**src/rtl/csh_seq.sv**
```systemverilog
// Cache request sequencer: page check, cache lookup, memory cycle, refill and retry for EBOX requests.
// Optional hit/miss statistics outputs are built when CSH_STATS_EN is defined.
module csh_seq #(
  parameter int unsigned ADDR_W    = 22,
  parameter int unsigned DATA_W    = 36,
  parameter int unsigned TIMEOUT   = 63,
  parameter int unsigned RETRY_MAX = 2
) (
  input  logic              clk,
  input  logic              reset,
  input  logic              eboxReqIn,
  input  logic              eboxWrite,
  input  logic [ADDR_W-1:0] eboxAddr,
  input  logic [DATA_W-1:0] eboxDataIn,
  input  logic              ptValid,
  input  logic              ptWritable,
  input  logic              cshHit,
  input  logic [DATA_W-1:0] cshDataIn,
  input  logic              memAck,
  input  logic [DATA_W-1:0] memDataIn,
  output logic              cshEBOXT0,
  output logic              cshEBOXRetry,
  output logic              mboxRespIn,
  output logic              pageFail,
  output logic              memErr,
  output logic [DATA_W-1:0] eboxDataOut,
  output logic              memReq,
  output logic              memWrite,
  output logic [ADDR_W-1:0] memAddr,
  output logic [DATA_W-1:0] memDataOut,
  output logic              cshFill,
  output logic              busy
`ifdef CSH_STATS_EN
  ,
  output logic [15:0]       hitCount,
  output logic [15:0]       missCount
`endif
);

  localparam int unsigned TMO_W = $clog2(TIMEOUT + 1);
  localparam int unsigned RTY_W = $clog2(RETRY_MAX + 2);

  typedef enum logic [2:0] {
    S_IDLE,
    S_LOOKUP,
    S_RESP,
    S_PFAIL,
    S_MEM,
    S_RETRY
  } state_t;

  state_t              state_q;
  logic                wr_q;
  logic                hit_q;
  logic [TMO_W-1:0]    tmo_q;
  logic [RTY_W-1:0]    rty_q;

  logic                t0_q;
  logic                rstb_q;
  logic                resp_q;
  logic                pf_q;
  logic                err_q;
  logic                fill_q;
  logic                busy_q;
  logic                mreq_q;
  logic                mwr_q;
  logic [DATA_W-1:0]   dout_q;
  logic [ADDR_W-1:0]   maddr_q;
  logic [DATA_W-1:0]   mdata_q;

  logic                pt_fail;
  logic                rty_exhausted;

  assign pt_fail       = !ptValid || (wr_q && !ptWritable);
  assign rty_exhausted = (rty_q != '0) && (rty_q == RTY_W'(RETRY_MAX));

  // Sequencer FSM; every output is a register updated here.
  always_ff @(posedge clk) begin
    if (reset) begin
      state_q <= S_IDLE;
      wr_q    <= 1'b0;
      hit_q   <= 1'b0;
      tmo_q   <= '0;
      rty_q   <= '0;
      t0_q    <= 1'b0;
      rstb_q  <= 1'b0;
      resp_q  <= 1'b0;
      pf_q    <= 1'b0;
      err_q   <= 1'b0;
      fill_q  <= 1'b0;
      busy_q  <= 1'b0;
      mreq_q  <= 1'b0;
      mwr_q   <= 1'b0;
      dout_q  <= '0;
      maddr_q <= '0;
      mdata_q <= '0;
    end else begin
      t0_q   <= 1'b0;
      rstb_q <= 1'b0;
      resp_q <= 1'b0;
      pf_q   <= 1'b0;
      err_q  <= 1'b0;
      fill_q <= 1'b0;

      case (state_q)
        S_IDLE: begin
          // MCL still holds the request during the response cycle, so skip the first IDLE cycle.
          if (eboxReqIn && !resp_q && !pf_q) begin
            maddr_q <= eboxAddr;
            mdata_q <= eboxDataIn;
            wr_q    <= eboxWrite;
            rty_q   <= '0;
            t0_q    <= 1'b1;
            busy_q  <= 1'b1;
            state_q <= S_LOOKUP;
          end
        end

        S_LOOKUP: begin
          if (pt_fail) begin
            state_q <= S_PFAIL;
          end else if (wr_q) begin
            hit_q   <= cshHit;
            mreq_q  <= 1'b1;
            mwr_q   <= 1'b1;
            tmo_q   <= '0;
            state_q <= S_MEM;
          end else if (cshHit) begin
            dout_q  <= cshDataIn;
            state_q <= S_RESP;
          end else if (rty_exhausted) begin
            err_q   <= 1'b1;
            resp_q  <= 1'b1;
            busy_q  <= 1'b0;
            state_q <= S_IDLE;
          end else begin
            mreq_q  <= 1'b1;
            mwr_q   <= 1'b0;
            tmo_q   <= '0;
            state_q <= S_MEM;
          end
        end

        S_RESP: begin
          resp_q  <= 1'b1;
          busy_q  <= 1'b0;
          state_q <= S_IDLE;
        end

        S_PFAIL: begin
          pf_q    <= 1'b1;
          busy_q  <= 1'b0;
          state_q <= S_IDLE;
        end

        S_MEM: begin
          // An acknowledge in the final timeout cycle still completes normally.
          if (memAck) begin
            mreq_q <= 1'b0;
            mwr_q  <= 1'b0;
            tmo_q  <= '0;
            if (wr_q) begin
              fill_q  <= hit_q;
              resp_q  <= 1'b1;
              busy_q  <= 1'b0;
              state_q <= S_IDLE;
            end else begin
              dout_q  <= memDataIn;
              fill_q  <= 1'b1;
              state_q <= S_RETRY;
            end
          end else if (tmo_q == TMO_W'(TIMEOUT - 1)) begin
            mreq_q  <= 1'b0;
            mwr_q   <= 1'b0;
            tmo_q   <= '0;
            err_q   <= 1'b1;
            resp_q  <= 1'b1;
            busy_q  <= 1'b0;
            state_q <= S_IDLE;
          end else begin
            tmo_q <= tmo_q + TMO_W'(1);
          end
        end

        S_RETRY: begin
          rstb_q  <= 1'b1;
          rty_q   <= rty_q + RTY_W'(1);
          state_q <= S_LOOKUP;
        end

        default: begin
          busy_q  <= 1'b0;
          mreq_q  <= 1'b0;
          mwr_q   <= 1'b0;
          state_q <= S_IDLE;
        end
      endcase
    end
  end

  assign cshEBOXT0    = t0_q;
  assign cshEBOXRetry = rstb_q;
  assign mboxRespIn   = resp_q;
  assign pageFail     = pf_q;
  assign memErr       = err_q;
  assign eboxDataOut  = dout_q;
  assign memReq       = mreq_q;
  assign memWrite     = mwr_q;
  assign memAddr      = maddr_q;
  assign memDataOut   = mdata_q;
  assign cshFill      = fill_q;
  assign busy         = busy_q;

`ifdef CSH_STATS_EN
  logic [15:0] hit_cnt_q;
  logic [15:0] miss_cnt_q;

  // Only first lookups of reads that pass the page check are counted; counters saturate.
  always_ff @(posedge clk) begin
    if (reset) begin
      hit_cnt_q  <= '0;
      miss_cnt_q <= '0;
    end else if (state_q == S_LOOKUP && rty_q == '0 && !wr_q && ptValid) begin
      if (cshHit) begin
        if (hit_cnt_q != 16'hFFFF) hit_cnt_q <= hit_cnt_q + 16'd1;
      end else begin
        if (miss_cnt_q != 16'hFFFF) miss_cnt_q <= miss_cnt_q + 16'd1;
      end
    end
  end

  assign hitCount  = hit_cnt_q;
  assign missCount = miss_cnt_q;
`endif

endmodule

```
**config.mk**
```make
export PLATFORM = sky130hd
export DESIGN_NAME = csh_seq
export DESIGN_NICKNAME = d
export VERILOG_FILES = /design/src/rtl/csh_seq.sv
export SDC_FILE = /design/constraint.sdc
export NUM_CORES = 1
export LEC_CHECK = 0
export ABC_AREA = 1
export BUFFER_PORTS_ARGS = -buffer_cell sky130_fd_sc_hd__buf_2
export CELL_PAD_IN_SITES_DETAIL_PLACEMENT = 1
export CELL_PAD_IN_SITES_GLOBAL_PLACEMENT = 1
export CORE_ASPECT_RATIO = 0.7
export CORE_MARGIN = 1.5
export CORE_UTILIZATION = 33
export CTS_BUF_LIST = sky130_fd_sc_hd__clkbuf_16
export DETAILED_ROUTE_END_ITERATION = 16
export GPL_TIMING_DRIVEN = 0
export PLACE_DENSITY_LB_ADDON = 0.1
export SLEW_MARGIN = 25
export SYNTH_ARGS = -nofsm -noshare
export SYNTH_HDL_FRONTEND = slang
export SYNTH_SLANG_ARGS = --single-unit
export TNS_END_PERCENT = 5
```
**constraint.sdc**
```tcl
create_clock -name clk -period 3.8 [get_ports clk]
set_clock_uncertainty 0.1 [all_clocks]
set_input_delay 0.38 -clock clk [delete_from_list [all_inputs] [get_ports clk]]
set_output_delay 0.38 -clock clk [all_outputs]
set_load 0.01 [all_outputs]
```
==> qor.yml, run 1 <==
power_and_ir_drop:
  p_comb_share_pct: 24.8
  leakage_nw: 3.790
  power_frac_clock_pct: 38.6
  ir_drop_mv: 0.2754
  power.internal_mw: 2.766
  p_switching_mw: 1.322
  p_sw_share_pct: 32.33
  p_per_area_nw_per_um2: 578.0
  p_seq_share_pct: 36.6
yosys:
  synthesis.nets: 906
  ys_top_cells_by_area: "dfxtp_1 (46%), nor2_1 (16%), nand2_1 (16%), o21ai_0 (6.6%), inv_1 (4.1%)"
  yosysTopAreaCell: "dfxtp_1"
  ys_ff_latch: 116
  synth.distinct_cells: 26
  yosysTopAreaCellShare_pct: 46.02
  yosysWarningCount: 0
  synth_cells: 765
  syn_area_um2: 5046
  synth_area_per_cell_um2: 6.596
  synth_seq_area_share_pct: 46.02
sta:
  setup_violations: 0
  fin_crit_sh_pct: 52.54
  slew_violations: 0
  min_period_ns: 1.996
  tightest_slew_ns: 0.6308
  rsz0062_at_grt: "false"
  hold_ws_ns: 0.1108
  tns_ns: 0
  finalHoldViolCount: 0
  max_freq_mhz: 500.9
  relSlewSlack_pct: 57.95
  finalWorstSetupSlack_ns: 1.804
worst_setup_path:
  path_buf_inv: 1
  r2r_slack_ns: 1.80
  path_common_cell: "nor2_1"
  critPathKind: "register to register"
  r2r-start: "tmo_q[0]"
  r2r-end: "state_q[0]"
  crit_required_ns: 4.03
  cpLargestDelayFamily: "simple AND/OR/NAND/NOR gates"
  crit_path_end_kind: "register"
  r2r_cells: 8
  cp.arrival_ns: 2.22
  path_max_fanout: 6
  startpoint_type: "register"
  critPathMaxStageDelay_ns: 0.40
  path_cells: "inv_1 -> ha_1 -> nand2_1 -> nor2_1 -> nor2_1 -> nor2_1 -> o21ai_0 -> nor2_1"
  slowest_stage: "nor2_1"
route:
  drt_first_pass_iters: 4
  drt_iter0_markers: 186
  drc_errors: 0
  postRouteAntennaNets: 0
  vias: 5546
  routedWlPerCell_um: 13.66
  wl_um: 16820
  viasPerCell: 4.502
grt:
  grt_pass1_wl_um: 27300
  use_met3_pct: 6.910
  antenna_found_initial: 1
  grt_max_degree: 17
  grt-ovfl-total: 0
  busiest_layer: "met2"
  grt_pass1_vias: 5504
  global_route.usage.met1_pct: 28.24
  globalRouteMet2Util_pct: 34.25
  grt_util_all_layers_pct: 21.70
place:
  gp_congestion: 0.8028
  portBuffers: 240
  hpwl_um: 12840
  preCtsSetupSlack_ns: 1.759
layout:
  syn_to_final_growth_pct: 40.14
  fin_util_pct: 47.74
  num_antenna_cells: 0
  drive_above_1_share_pct: 29.32
  fin_nets: 1165
  seqCellArea_um2: 2322
  fillCellCount: 2049
  multi_input_area_um2: 2272
clock_network:
  cts_setup_buffers: 0
  cts_resized: 0
  holdBufCountCts: 0
  insertion_delay_ns: 0.41
  cts-root-buf: "clkbuf_16"
  cts_buffer_depth: 2
  cts_tree: "built"
  cts_buffers: 17
  cts.sinks: 116
  path_clk_slew_ns: 0.06
  htreeDepth: 4
floorplan:
  die_w_um: 150.8
  num_io_pins: 241
  die-area_um2: 16050
  start_util_pct: 34.06
  core_area_um2: 14810
  die_height_um: 106.5
  rows: 37
worst_hold_path:
  whs_endpoint: "memAddr[9]"
  holdPathStages: 3
  min_from: "eboxAddr[9]"
  hold_path.class: "input port to register"
status:
  status: "completed"
job:
  cap_viol_max_count: 0
[state kept, by name (all words and copies together), names as in the netlist, 2 cells and up]
register     count
tmo_q            6
state_q          3
eboxDataOut     36
memAddr         22
memDataOut      36
rty_q            2
[cells by family (layout without fill, tap and decap cells)]
family,after synthesis,after routing,synth area share (%)
simple gates,467,467,36.25
flops,116,116,46.02
buf+inv,100,372,8.951
compound gates,78,78,7.860
fa+ha+maj,3,3,0.7439
xor+xnor,1,1,0.1736
[worst min-delay path: cells and delay by family]
family | cells | cell delay (ns)
buffers and inverters | 1 | 0.07
AOI/OAI and AO/OA | 1 | 0.07
and+or+nand+nor | 1 | 0.07
[metal layers]
| metal | wire (µm) | share of wire [%] | up-vias |
|---|---|---|---|
| met1 | 7891 | 47 | 2504 |
| li1 | - | - | 2857 |
| met4 | 165 | 0.98 | 2 |
| met5 | 13 | 0.077 | - |
| met2 | 7347 | 44 | 164 |
| met3 | 1407 | 8.4 | 19 |
[power by group through the flow]
stage / logic [mW] / clock network, mW / registers, mW
after floorplan: 0.516 / 0 / 1.61
after global placement: 1.01 / 0 / 1.51
after detailed placement: 1.02 / 0 / 1.52
after global routing: 1.16 / 1.66 / 1.52
after CTS: 1.03 / 1.60 / 1.50
final: 1.01 / 1.58 / 1.50
[cell type report]
| cell class | instances | area share, % |
|---|---|---|
| Buffer | 41 | 3.255 |
| Clock buffer | 17 | 6.016 |
| Clock inverter | 15 | 2.194 |
| Inverter | 59 | 3.132 |
| Multi-Input combinational cell | 549 | 32.13 |
| Sequential cell | 116 | 32.84 |
| Tap cell | 195 | 3.450 |
| Timing Repair Buffer | 240 | 16.99 |
[synthesized netlist by cell type]
cell type and count:
a211oi_1 1, a21oi_1 8, a31oi_1 1, buf_1 1
buf_2 13, buf_4 4, buf_6 6, clkbuf_1 17
dfxtp_1 116, ha_1 3, inv_1 55, inv_2 4
nand2_1 216, nand2_2 2, nand3_1 18, nand3b_1 1
nand4_1 4, nor2_1 217, nor2_2 4, nor2_8 1
nor3_1 1, nor4_1 2, o21ai_0 67, o31ai_1 1
or2_1 1, xor2_1 1
[layout by cell type (no fill, tap or decap), types with 2 or more instances in the layout]
master | synthesis | routed
buf_2 | 13 | 253
dfxtp_1 | 116 | 116
nand4_1 | 4 | 4
clkinv_1 | 0 | 2
nor4_1 | 2 | 2
nand2_1 | 216 | 216
buf_6 | 6 | 6
nand3_1 | 18 | 18
nand2_2 | 2 | 2
clkinv_4 | 0 | 4
nor2_2 | 4 | 4
a21oi_1 | 8 | 8
buf_4 | 4 | 4
inv_1 | 55 | 55
bufinv_16 | 0 | 2
clkinv_2 | 0 | 2
ha_1 | 3 | 3
clkbuf_16 | 0 | 17
clkbuf_1 | 17 | 17
inv_2 | 4 | 4
o21ai_0 | 67 | 67
nor2_1 | 217 | 217
inv_6 | 0 | 4
[worst max-delay path by stage]
| stage | startpoint | cells after the start | end |
|---|---|---|---|
| 2_1_floorplan | tmo_q[0] | 8 | tmo_q[1] |
| 3_3_place_gp | reset | 6 | eboxDataOut[23] |
| 3_5_place_dp | reset | 6 | eboxDataOut[16] |
| 4_1_cts | tmo_q[0] | 8 | state_q[0] |
| 5_1_grt | tmo_q[0] | 8 | state_q[0] |
| 6_report | tmo_q[0] | 8 | state_q[0] |
[through the flow]
stage               area [µm²]  std cells  power (mW)
global route              7072       1232       4.342
finish                    7072       1232       4.088
floorplan                 5046        765       2.123
detailed placement        6491       1200       2.545
CTS                       7072       1232       4.133
global placement          6491       1200       2.523
No activity file was read; power rests on OpenSTA's default activity.
==> run 2, diff against run 1 <==
--- a/config.mk
+++ b/config.mk
@@ -5,13 +5,13 @@
 export SDC_FILE = /design/constraint.sdc
 export NUM_CORES = 1
 export LEC_CHECK = 0
-export ABC_AREA = 1
+export ABC_AREA = 0
 export BUFFER_PORTS_ARGS = -buffer_cell sky130_fd_sc_hd__buf_2
 export CELL_PAD_IN_SITES_DETAIL_PLACEMENT = 1
 export CELL_PAD_IN_SITES_GLOBAL_PLACEMENT = 1
 export CORE_ASPECT_RATIO = 0.7
 export CORE_MARGIN = 1.5
-export CORE_UTILIZATION = 33
+export CORE_UTILIZATION = 28
 export CTS_BUF_LIST = sky130_fd_sc_hd__clkbuf_16
 export DETAILED_ROUTE_END_ITERATION = 16
 export GPL_TIMING_DRIVEN = 0
==> constraint.sdc (replaced) <==
create_clock -name clk -period 1.75 [get_ports clk]
set_clock_uncertainty 0.1 [all_clocks]
set_input_delay 0.175 -clock clk [delete_from_list [all_inputs] [get_ports clk]]
set_output_delay 0.175 -clock clk [all_outputs]
set_load 0.01 [all_outputs]
==> qor.yml, run 2 <==
status:
  status: "finished, violations left"  # was completed
  violations: "negative setup slack"
grt:
  grt-ovfl-total: 0  # unchanged
  grt_pass1_vias: 6457  # was 5504
  grt_util_all_layers_pct: 23.76  # was 21.70%
  grt_pass1_wl_um: 32110  # was 27300 µm
  grt_max_degree: 17  # unchanged
  antenna_found_initial: 0  # was 1
floorplan:
  die_w_um: 156.8  # was 150.8 µm
  start_util_pct: 28.52  # was 34.06%
  die_height_um: 110.6  # was 106.5 µm
  die-area_um2: 17350  # was 16050 µm²
  num_io_pins: 241  # unchanged
  rows: 39  # was 37
  core_area_um2: 16250  # was 14810 µm²
job:
  cap_viol_max_count: 0  # unchanged
worst_setup_path:
  startpoint_type: "register"  # unchanged
  cp.arrival_ns: 2.11  # was 2.22 ns
  crit_path_end_kind: "register"  # unchanged
  r2r_cells: 5  # was 8
  r2r-start: "mboxRespIn"  # was tmo_q[0]
  path_max_fanout: 8  # was 6
  r2r-end: "rty_q[0]"  # was state_q[0]
  critPathMaxStageDelay_ns: 0.44  # was 0.40 ns
  r2r_slack_ns: -0.16  # was 1.80 ns
  slowest_stage: "or4_4"  # was nor2_1
  crit_required_ns: 1.95  # was 4.03 ns
  path_cells: "or3b_4 -> or4_4 -> buf_8 -> and3_1 -> o21a_1"  # was inv_1 -> ha_1 -> nand2_1 -> nor2_1 -> nor2_1 -> nor2_1 -> o21ai_0 -> nor2_1
  critPathKind: "register to register"  # unchanged
place:
  gp_congestion: 0.8496  # was 0.8028
  hpwl_um: 12830  # was 12840 µm
  portBuffers: 240  # unchanged
  preCtsSetupSlack_ns: -0.5504  # was 1.759 ns
power_and_ir_drop:
  leakage_nw: 3.756  # was 3.790 nW
  ir_drop_mv: 0.5841  # was 0.2754 mV
  power.total_mw: 8.143  # was 4.088 mW
  p_per_area_nw_per_um2: 972.6  # was 578.0 nW/µm²
yosys:
  ys_ff_latch: 116  # unchanged
  synthSimpleGateAreaFrac_pct: 25.65  # was 36.25%
  synthMostInstantiatedCell: "nand2_1"  # was nor2_1
  synth_cells: 587  # was 765
  ys_top_cells_by_area: "dfxtp_1 (50%), nand2_1 (16%), a21oi_1 (6.9%), a311oi_1 (6.8%), nor2_1 (4.1%)"  # was dfxtp_1 (46%), nor2_1 (16%), nand2_1 (16%), o21ai_0 (6.6%), inv_1 (4.1%)
  yosysWarningCount: 0  # unchanged
  synth_seq_area_share_pct: 50.11  # was 46.02%
  yosysTopAreaCellShare_pct: 50.11  # was 46.02%
  synth_top_family_by_area: "simple AND/OR/NAND/NOR gates"  # unchanged
  yosysTopAreaCell: "dfxtp_1"  # unchanged
  synthArstFlopShare_pct: 0  # unchanged
  synth-edff-count: 0  # unchanged
  synth.distinct_cells: 41  # was 26
  synthesis.nets: 728  # was 906
  syn_area_um2: 4634  # was 5046 µm²
  synth_compound_area_share_pct: 17.79  # was 7.860%
  synthXorXnorAreaFrac_pct: 0  # was 0.1736%
  synth_area_per_cell_um2: 7.895  # was 6.596 µm²
  synthFlopType: "dfxtp_1"  # unchanged
  ys_top_cells_by_count: "nand2_1 (198), dfxtp_1 (116), a21oi_1 (64)"  # was nor2_1 (217), nand2_1 (216), dfxtp_1 (116)
  yosys.area_share.adder_pct: 0.8099  # was 0.7439%
  muxShareOfSynthArea_pct: 0.6479  # was 0%
layout:
  final_common_cell: "buf_2"  # unchanged
  layout_common_cells: "buf_2 (244), nand2_1 (198), dlygate4sd3_1 (134), dfxtp_1 (113), a21oi_1 (64)"  # was buf_2 (253), nor2_1 (217), nand2_1 (216), dfxtp_1 (116), o21ai_0 (67)
  syn_to_final_growth_pct: 80.67  # was 40.14%
  num_antenna_cells: 0  # unchanged
  fin_nets: 1125  # was 1165
  drive_above_1_share_pct: 33.50  # was 29.32%
  fin_util_pct: 51.53  # was 47.74%
route:
  drc_errors: 0  # unchanged
  routedWlPerCell_um: 16.52  # was 13.66 µm
  viasPerCell: 4.678  # was 4.502
  vias: 5716  # was 5546
  postRouteAntennaNets: 0  # unchanged
  wl_um: 20190  # was 16820 µm
  drt_first_pass_iters: 4  # unchanged
  drt_iter0_markers: 267  # was 186
clock_network:
  cts_tree: "built"  # unchanged
  htreeDepth: 4  # unchanged
  cts_buffer_depth: 2  # unchanged
  cts-root-buf: "clkbuf_16"  # unchanged
  insertion_delay_ns: 0.41  # about the same
  cts_buffers: 17  # unchanged
  cts.sinks: 116  # unchanged
  path_clk_slew_ns: 0.05  # was 0.06 ns
sta:
  fin_crit_sh_pct: 109.0  # was 52.54%
  rsz0062_at_grt: "true"  # was false
  tns_ns: -6.401  # was 0 ns
  finalWorstSetupSlack_ns: -0.1575  # was 1.804 ns
  finalHoldViolCount: 0  # unchanged
  relSlewSlack_pct: 58.58  # was 57.95%
  max_freq_mhz: 524.2  # was 500.9 MHz
  tightest_slew_ns: 0.6213  # was 0.6308 ns
  slew_violations: 0  # unchanged
  min_period_ns: 1.908  # was 1.996 ns
  setup_violations: 66  # was 0
worst_hold_path:
  holdPathStages: 4  # was 3
  min_from: "reset"  # was eboxAddr[9]
  whs_endpoint: "tmo_q[3]"  # was memAddr[9]
  hold_path.class: "input port to register"  # unchanged
-- run 2: logic make-up (layout without fill, tap and decap cells) --
| group | after synthesis | in the layout |
|---|---|---|
| compound gates | 126 | 126 |
| fa+ha+maj | 3 | 3 |
| buf+inv | 54 | 464 |
| flops | 116 | 116 |
| mux | 3 | 3 |
| simple gates | 285 | 285 |
-- run 2: stage by stage --
step / hold WS, ns / instances / instance area, µm²
global placement: 0.3152 / 1052 / 6117
CTS: 0.01461 / 1222 / 8242
global route: 0.08159 / 1222 / 8373
finish: 0.05284 / 1222 / 8373
detailed placement: 0.3236 / 1052 / 6117
floorplan: 0.1675 / 587 / 4634
-- run 2: worst max-delay path: cells and delay by family (launching register included) --
| family | cells | cell delay [ns] |
|---|---|---|
| and+or+nand+nor | 3 | 1.04 |
| DFF | 1 | 0.33 |
| AOI/OAI and AO/OA | 1 | 0.18 |
| buffers and inverters | 1 | 0.16 |
-- run 2: layout make-up --
class | count | area [µm²]
Buffer | 44 | 316.6
Clock buffer | 17 | 425.4
Clock inverter | 15 | 167.7
Fill cell | 1980 | 7876
Inverter | 10 | 37.54
Multi-Input combinational cell | 417 | 2231
Sequential cell | 116 | 2326
Tap cell | 225 | 281.5
Timing Repair Buffer | 378 | 2587
-- run 2: repair_timing --
action / 4_1_cts / 5_1_grt
pin swaps: 7 / 7
gates resized for setup: 46 / 34
endpoints found under the setup margin: 111 / 107
endpoints found under the hold margin: 97 / 0
buffers inserted: 4 / 0
hold buffers: 134 / 0
gates cloned: 0 / 0
-- run 2: routing by layer --
layer	routed length [µm]	share of wire, %	up-vias	track usage, %
li1	-	-	2784	-
met1	8524	42	2699	26.53
met2	9990	49	184	41.21
met3	1055	5.2	49	6.672
met4	622	3.1	0	11.68
met5	0	0	-	0
-- run 2: worst max path at each step --
| stage | start | endpoint | slack, ns | depth (start not counted) |
|---|---|---|---|---|
| after floorplan | mboxRespIn | rty_q[0] | -0.04 | 5 |
| after global placement | mboxRespIn | memAddr[16] | -0.48 | 5 |
| after detailed placement | mboxRespIn | memDataOut[33] | -0.55 | 5 |
| after CTS | pageFail | rty_q[0] | -0.14 | 5 |
| after global routing | mboxRespIn | rty_q[0] | -0.21 | 5 |
| final | mboxRespIn | rty_q[0] | -0.16 | 5 |
-- run 2: report_power, final --
part	total, mW	switching (mW)	internal (mW)	leakage, nW
Sequential	2.97	0.114	2.86	0.948
Clock	3.50	1.29	2.22	0.283
Combinational	1.67	0.873	0.796	2.52
